[src/rtl/mdio_master.sv]
// Clause-22 MDIO initiator: turns one Wishbone classic request into a full MDC/MDIO frame
// and reports completion with a single-cycle ack (or err when a read sees no PHY).
module mdio_master #(
    parameter int unsigned MDC_DIV       = 25,
    parameter int unsigned PREAMBLE_BITS = 32
) (
    input  logic        clk,
    input  logic        rst,
    input  logic        wb_cyc,
    input  logic        wb_stb,
    input  logic        wb_we,
    input  logic [9:0]  wb_addr,
    input  logic [15:0] wb_data_write,
    output logic [15:0] wb_data_read,
    output logic        wb_ack,
    output logic        wb_err,
    output logic        mdc,
    input  logic        mdio_i,
    output logic        mdio_o,
    output logic        mdio_oe
);
    localparam int unsigned   CW       = (MDC_DIV > 1) ? $clog2(MDC_DIV) : 1;
    localparam logic [CW-1:0] DIV_LAST = CW'(MDC_DIV - 1);
    localparam logic [5:0]    PRE_LAST = 6'((PREAMBLE_BITS > 0) ? PREAMBLE_BITS - 1 : 0);

    typedef enum logic [2:0] {
        StIdle,
        StPreamble,
        StHeader,
        StTurnaround,
        StData,
        StDone
    } state_e;

    state_e        state_q;
    logic [CW-1:0] div_cnt_q;
    logic [5:0]    bit_cnt_q;
    logic [31:0]   tx_sr_q;
    logic [15:0]   rx_sr_q;
    logic          we_q;
    logic          ta_q;
    logic          abandon_q;

    logic          req;
    logic [31:0]   frame;

    assign req = wb_cyc && wb_stb && !wb_ack && !wb_err;
    // Everything after the preamble; read TA/data slots are ones since the line is released.
    assign frame = {2'b01, wb_we ? 2'b01 : 2'b10, wb_addr, wb_we ? 2'b10 : 2'b11,
                    wb_we ? wb_data_write : 16'hffff};

    always_ff @(posedge clk) begin
        if (rst) begin
            state_q      <= StIdle;
            div_cnt_q    <= '0;
            bit_cnt_q    <= '0;
            tx_sr_q      <= '0;
            rx_sr_q      <= '0;
            we_q         <= 1'b0;
            ta_q         <= 1'b1;
            abandon_q    <= 1'b0;
            mdc          <= 1'b0;
            mdio_o       <= 1'b1;
            mdio_oe      <= 1'b0;
            wb_ack       <= 1'b0;
            wb_err       <= 1'b0;
            wb_data_read <= 16'hffff;
        end else begin
            wb_ack <= 1'b0;
            wb_err <= 1'b0;
            // Once the master walks away, this frame never gets a pulse.
            if (state_q != StIdle && !wb_cyc) abandon_q <= 1'b1;
            case (state_q)
                StIdle: begin
                    if (req) begin
                        we_q      <= wb_we;
                        tx_sr_q   <= frame;
                        abandon_q <= 1'b0;
                        div_cnt_q <= '0;
                        bit_cnt_q <= '0;
                        mdc       <= 1'b0;
                        mdio_oe   <= 1'b1;
                        if (PREAMBLE_BITS == 0) begin
                            state_q <= StHeader;
                            mdio_o  <= frame[31];
                        end else begin
                            state_q <= StPreamble;
                            mdio_o  <= 1'b1;
                        end
                    end
                end
                StDone: state_q <= StIdle;
                default: begin
                    if (div_cnt_q != DIV_LAST) begin
                        div_cnt_q <= div_cnt_q + 1'b1;
                    end else begin
                        div_cnt_q <= '0;
                        if (!mdc) begin
                            mdc <= 1'b1;
                            if (state_q == StTurnaround && bit_cnt_q == 6'd1) ta_q <= mdio_i;
                            if (state_q == StData) rx_sr_q <= {rx_sr_q[14:0], mdio_i};
                        end else begin
                            mdc       <= 1'b0;
                            bit_cnt_q <= bit_cnt_q + 6'd1;
                            if (state_q != StPreamble) begin
                                tx_sr_q <= tx_sr_q << 1;
                                mdio_o  <= tx_sr_q[30];
                            end
                            case (state_q)
                                StPreamble: begin
                                    if (bit_cnt_q == PRE_LAST) begin
                                        state_q   <= StHeader;
                                        bit_cnt_q <= '0;
                                        mdio_o    <= tx_sr_q[31];
                                    end
                                end
                                StHeader: begin
                                    if (bit_cnt_q == 6'd13) begin
                                        state_q   <= StTurnaround;
                                        bit_cnt_q <= '0;
                                        mdio_oe   <= we_q;
                                    end
                                end
                                StTurnaround: begin
                                    if (bit_cnt_q == 6'd1) begin
                                        state_q   <= StData;
                                        bit_cnt_q <= '0;
                                    end
                                end
                                StData: begin
                                    if (bit_cnt_q == 6'd15) begin
                                        state_q <= StDone;
                                        mdio_oe <= 1'b0;
                                        mdio_o  <= 1'b1;
                                        if (!we_q) wb_data_read <= ta_q ? 16'hffff : rx_sr_q;
                                        if (!abandon_q && wb_cyc && wb_stb) begin
                                            if (we_q || !ta_q) wb_ack <= 1'b1;
                                            else               wb_err <= 1'b1;
                                        end
                                    end
                                end
                                default: ;
                            endcase
                        end
                    end
                end
            endcase
        end
    end
endmodule

[config.mk]
export PLATFORM = sky130hd
export DESIGN_NAME = mdio_master
export DESIGN_NICKNAME = d
export VERILOG_FILES = /design/src/rtl/mdio_master.sv
export SDC_FILE = /design/constraint.sdc
export NUM_CORES = 1
export LEC_CHECK = 0
export CAP_MARGIN = 30
export CORE_ASPECT_RATIO = 1.75
export CORE_MARGIN = 5
export CORE_UTILIZATION = 59
export DETAILED_ROUTE_END_ITERATION = 16
export PLACE_DENSITY = 0.88
export SYNTH_ARGS = -nofsm -noshare
export SYNTH_HDL_FRONTEND = slang
export SYNTH_SLANG_ARGS = --single-unit
[constraint.sdc]
create_clock -name clk -period 4.3 [get_ports clk]
set_clock_uncertainty 0.2 [all_clocks]
set_input_delay 0.645 -clock clk [delete_from_list [all_inputs] [get_ports clk]]
set_output_delay 0.645 -clock clk [all_outputs]
set_load 0.005 [all_outputs]
==> flow_summary.html <==
<table>
<tr><th>Metric</th><th>Value</th></tr>
<tr><th colspan="2">Run status</th></tr>
<tr><td>Outcome</td><td>completed</td></tr>
<tr><th colspan="2">Floorplanning</th></tr>
<tr><td>Number of placement rows</td><td>39</td></tr>
<tr><td>Die Width</td><td>71.27 um</td></tr>
<tr><td>Initial Utilization</td><td>0.5973</td></tr>
<tr><td>Area inside the core boundary</td><td>0.006490 mm^2</td></tr>
<tr><td>Boundary Pins</td><td>53</td></tr>
<tr><td>Vert. Die Dim</td><td>117.2 um</td></tr>
<tr><td>Die footprint</td><td>0.008355 mm^2</td></tr>
<tr><th colspan="2">GRT</th></tr>
<tr><td>Number of antenna violations at the first check in global routing</td><td>0</td></tr>
<tr><td>Via count of the first global-routing pass</td><td>3,437</td></tr>
<tr><td>Maximum number of pins on one net before global-route repair</td><td>53</td></tr>
<tr><td>Remaining global-route overflow</td><td>0</td></tr>
<tr><td>First-pass GRT wire length</td><td>14,520 um</td></tr>
<tr><td>GRT Overall Usage</td><td>0.2178</td></tr>
<tr><th colspan="2">Synthesis</th></tr>
<tr><td>Summed instance area of the synthesized netlist</td><td>0.003876 mm^2</td></tr>
<tr><td>Cells taking the most area after synthesis</td><td>sky130_fd_sc_hd__dfxtp_1 44%, sky130_fd_sc_hd__nand2_1 7.8%, sky130_fd_sc_hd__nor2_1 5.9%, sky130_fd_sc_hd__a21oi_1 5.8%, sky130_fd_sc_hd__nor3_1 3.9%</td></tr>
<tr><td>Mean area per synthesized cell</td><td>8.025 um^2</td></tr>
<tr><td>Ys async rst share</td><td>0</td></tr>
<tr><td>Synthesized Nets</td><td>519</td></tr>
<tr><td>Synth top cells by count</td><td>86 x sky130_fd_sc_hd__dfxtp_1, 81 x sky130_fd_sc_hd__nand2_1, 61 x sky130_fd_sc_hd__nor2_1</td></tr>
<tr><td>Share of the yosys chip area belonging to registers</td><td>0.4442</td></tr>
<tr><td>Most common cell in the netlist</td><td>sky130_fd_sc_hd__dfxtp_1</td></tr>
<tr><td>Post-synth top area share</td><td>0.4442</td></tr>
<tr><td>Yosys reg bits</td><td>86</td></tr>
<tr><td>Distinct cell type count after synthesis</td><td>50</td></tr>
<tr><td>Number of enable-type register cells in the synthesized netlist</td><td>0</td></tr>
<tr><td>Most used flip-flop cell after synthesis</td><td>sky130_fd_sc_hd__dfxtp_1</td></tr>
<tr><td>Gate count of the mapped netlist</td><td>483</td></tr>
<tr><td>Synthesis warning total</td><td>0</td></tr>
<tr><td>Cell taking the most area after synthesis</td><td>sky130_fd_sc_hd__dfxtp_1</td></tr>
<tr><th colspan="2">Clock tree</th></tr>
<tr><td>Hold bufs inserted after CTS</td><td>0</td></tr>
<tr><td>Number of buffers created by CTS</td><td>9</td></tr>
<tr><td>CTS-repair resized insts</td><td>0</td></tr>
<tr><td>Clock sink total</td><td>86</td></tr>
<tr><td>TritonCTS clock tree</td><td>built</td></tr>
<tr><td>Count of buffers added by post-CTS timing repair for setup</td><td>0</td></tr>
<tr><td>Root buffer selected by CTS</td><td>sky130_fd_sc_hd__clkbuf_16</td></tr>
<tr><td>Longest Clk Path Bufs</td><td>2</td></tr>
<tr><td>Number of H-tree branching levels</td><td>3</td></tr>
<tr><td>Clock-pin slew on the worst setup and hold paths</td><td>0.06 ns</td></tr>
<tr><td>Clock latency on the worst-skew pair</td><td>0.33 ns</td></tr>
<tr><th colspan="2">Placement</th></tr>
<tr><td>Detailed placer's ending HPWL</td><td>6063 um</td></tr>
<tr><td>Count of port buffers added during placement</td><td>52</td></tr>
<tr><td>Area after DPL</td><td>0.004400 mm^2</td></tr>
<tr><td>Routability congestion estimate from global placement</td><td>0.8358</td></tr>
<tr><th colspan="2">Critical path</th></tr>
<tr><td>R2r worst-path depth</td><td>7</td></tr>
<tr><td>Worst Setup End Kind</td><td>register</td></tr>
<tr><td>Launch instance of the worst register-to-register path</td><td>state_q[2]$_SDFFE_PP0P_</td></tr>
<tr><td>WP data required</td><td>4.37 ns</td></tr>
<tr><td>Highest fanout seen on the critical path</td><td>22</td></tr>
<tr><td>Worst setup path category</td><td>register to register</td></tr>
<tr><td>Element type at the critical path start</td><td>register</td></tr>
<tr><td>Endpoint arrival time on the critical path</td><td>2.83 ns</td></tr>
<tr><td>Critical path startpoint</td><td>state_q[2]$_SDFFE_PP0P_</td></tr>
<tr><th colspan="2">Final layout</th></tr>
<tr><td>Multi-input gate area</td><td>0.001993 mm^2</td></tr>
<tr><td>Antenna cell count</td><td>0</td></tr>
<tr><td>Finished Cell Area</td><td>0.004679 mm^2</td></tr>
<tr><td>Layout net count</td><td>550</td></tr>
<tr><td>Area added between synthesis and finish</td><td>20.72%</td></tr>
<tr><td>Register cell area after layout</td><td>0.001722 mm^2</td></tr>
<tr><td>Fill cell count</td><td>522</td></tr>
<tr><td>Layout cells sized above 1</td><td>0.06166</td></tr>
<tr><th colspan="2">Drt</th></tr>
<tr><td>Overall via count from detail_route</td><td>3,544</td></tr>
<tr><td>DRC violations left</td><td>0</td></tr>
<tr><td>Drt total wl</td><td>8606 um</td></tr>
<tr><td>Count of antenna-violating nets left after detailed routing</td><td>0</td></tr>
<tr><td>Number of violations reported at the end of detailed-routing iteration 0</td><td>316</td></tr>
<tr><td>DR WL/cell</td><td>14.32 um</td></tr>
<tr><td>Detailed-routing iteration count for the pre-antenna-repair pass</td><td>4</td></tr>
<tr><td>Per-cell via count in the routed design</td><td>5.897</td></tr>
<tr><th colspan="2">Power</th></tr>
<tr><td>IR Drop Worst-Case VDD</td><td>0.2872 mV</td></tr>
<tr><td>LEAKAGE</td><td>1.695 nW</td></tr>
<tr><td>Power density over the cells</td><td>365.3 mW/mm^2</td></tr>
<tr><td>Sum of internal, switching and leakage power</td><td>1.709 mW</td></tr>
<tr><th colspan="2">Flow run</th></tr>
<tr><td>Max capacitance violation total</td><td>0</td></tr>
<tr><th colspan="2">Timing</th></tr>
<tr><td>Setup repair after global routing missed its margin</td><td>false</td></tr>
<tr><td>Fmax</td><td>361.9 MHz</td></tr>
<tr><td>Final max-slew violation count</td><td>0</td></tr>
<tr><td>Final Critical Period</td><td>2.764 ns</td></tr>
<tr><td>Final Hold Fails</td><td>0</td></tr>
<tr><td>Post-Route Hold Slack</td><td>0.2557 ns</td></tr>
<tr><td>Final critical-path share of the clock period</td><td>0.6427</td></tr>
<tr><td>Setup violators final</td><td>0</td></tr>
<tr><td>Worst max-slew margin expressed relative to the limit</td><td>0.3516</td></tr>
<tr><td>Sum of negative setup slack</td><td>0 ns</td></tr>
<tr><td>Pin slew with the least headroom to its limit</td><td>0.9673 ns</td></tr>
<tr><th colspan="2">Worst hold path</th></tr>
<tr><td>Hold Path Cell Cnt</td><td>2</td></tr>
<tr><td>Origin of the worst min-delay path</td><td>tx_sr_q[2]$_SDFFE_PP0P_</td></tr>
<tr><td>Type of the tightest min-delay check</td><td>register to register</td></tr>
</table>
## cell type report
cell class / count / area share
Multi-Input combinational cell: 352 / 0.4259
Sequential cell: 86 / 0.3679
Timing Repair Buffer: 57 / 0.1182
Clock buffer: 13 / 0.05562
Tap cell: 82 / 0.02193
Inverter: 8 / 0.006417
Clock inverter: 3 / 0.004011
## registers in the layout (all words and copies together) (netlist names)
register      flops
mdio_oe           1
rx_sr_q          16
mdio_o            1
mdc               1
tx_sr_q          32
state_q           3
div_cnt_q         5
wb_data_read     16
bit_cnt_q         6
wb_err            1
we_q              1
wb_ack            1
abandon_q         1
ta_q              1
## layer usage
| layer | wire, um | track usage |
|---|---|---|
| met2 | 4572 | 0.4042 |
| met4 | 337 | 0.1443 |
| met3 | 470 | 0.04444 |
| met5 | 0 | 0 |
| met1 | 3225 | 0.2143 |
## cells in the final DEF (no fill, tap or decap), drive strengths merged, types with 2 or more instances in the layout
master	synthesis	final
xor2	2	2
clkbuf	29	13
o211ai	15	15
nand3	5	5
nor3	31	31
xnor2	2	2
nor2	61	61
nand2b	3	3
o21bai	16	16
a21oi	45	45
nor4	2	2
nand3b	16	16
a211oi	3	3
nand4b	4	4
clkinv	0	3
nor4b	2	2
buf	8	6
nand2	82	82
or3	3	3
and2	3	3
o21ai	9	9
ha	4	4
nor2b	4	4
dfxtp	86	86
a32oi	3	3
and3	2	2
o22ai	2	2
a31oi	2	2
a311oi	13	13
nand4	4	4
clkdlybuf4s50	0	51
mux2i	2	2
inv	8	8
## report_power, final
group          internal [mW]  leakage (nW)  switching, mW
Combinational         0.0724         0.856         0.0823
Sequential             0.823         0.699         0.0180
Clock                  0.422         0.140          0.292
## stage by stage
step | setup slack, ns | instances | utilization
floorplan | 2.024 | 483 | -
global placement | 1.449 | 585 | 0.6780
detailed placement | 1.364 | 585 | 0.6780
CTS | 1.535 | 601 | 0.7210
global route | 1.254 | 601 | 0.7210
finish | 1.536 | 601 | 0.7210
## logic make-up after synthesis
kind of cell	count (synthesis)	share of synthesized area
DFF	86	0.4442
buffers and inverters	45	0.04616
AOI/OAI and AO/OA	116	0.2024
and+or+nand+nor	225	0.2763
xor gates and xnor gates	4	0.009040
muxes	3	0.009037
adders and majority gates	4	0.01291
## critical path, stage by stage, from the launching register on
cell	delay, ns
sky130_fd_sc_hd__dfxtp_1	0.53
sky130_fd_sc_hd__nor3_4	0.61
sky130_fd_sc_hd__buf_4	0.35
sky130_fd_sc_hd__and2_1	0.24
sky130_fd_sc_hd__o21ai_0	0.27
sky130_fd_sc_hd__nor4b_1	0.33
sky130_fd_sc_hd__a21oi_1	0.08
sky130_fd_sc_hd__nor2_1	0.08
## final timing paths
check                                            endpoint  slack (ns)
worst max-delay path            bit_cnt_q[3]$_SDFFE_PP0P_        1.54
worst min register to register    tx_sr_q[2]$_SDFFE_PP0P_        0.26
worst max register to register  bit_cnt_q[3]$_SDFFE_PP0P_        1.54
worst min-delay path              tx_sr_q[2]$_SDFFE_PP0P_        0.26
Note: power is estimated with default switching activity, not from simulation.
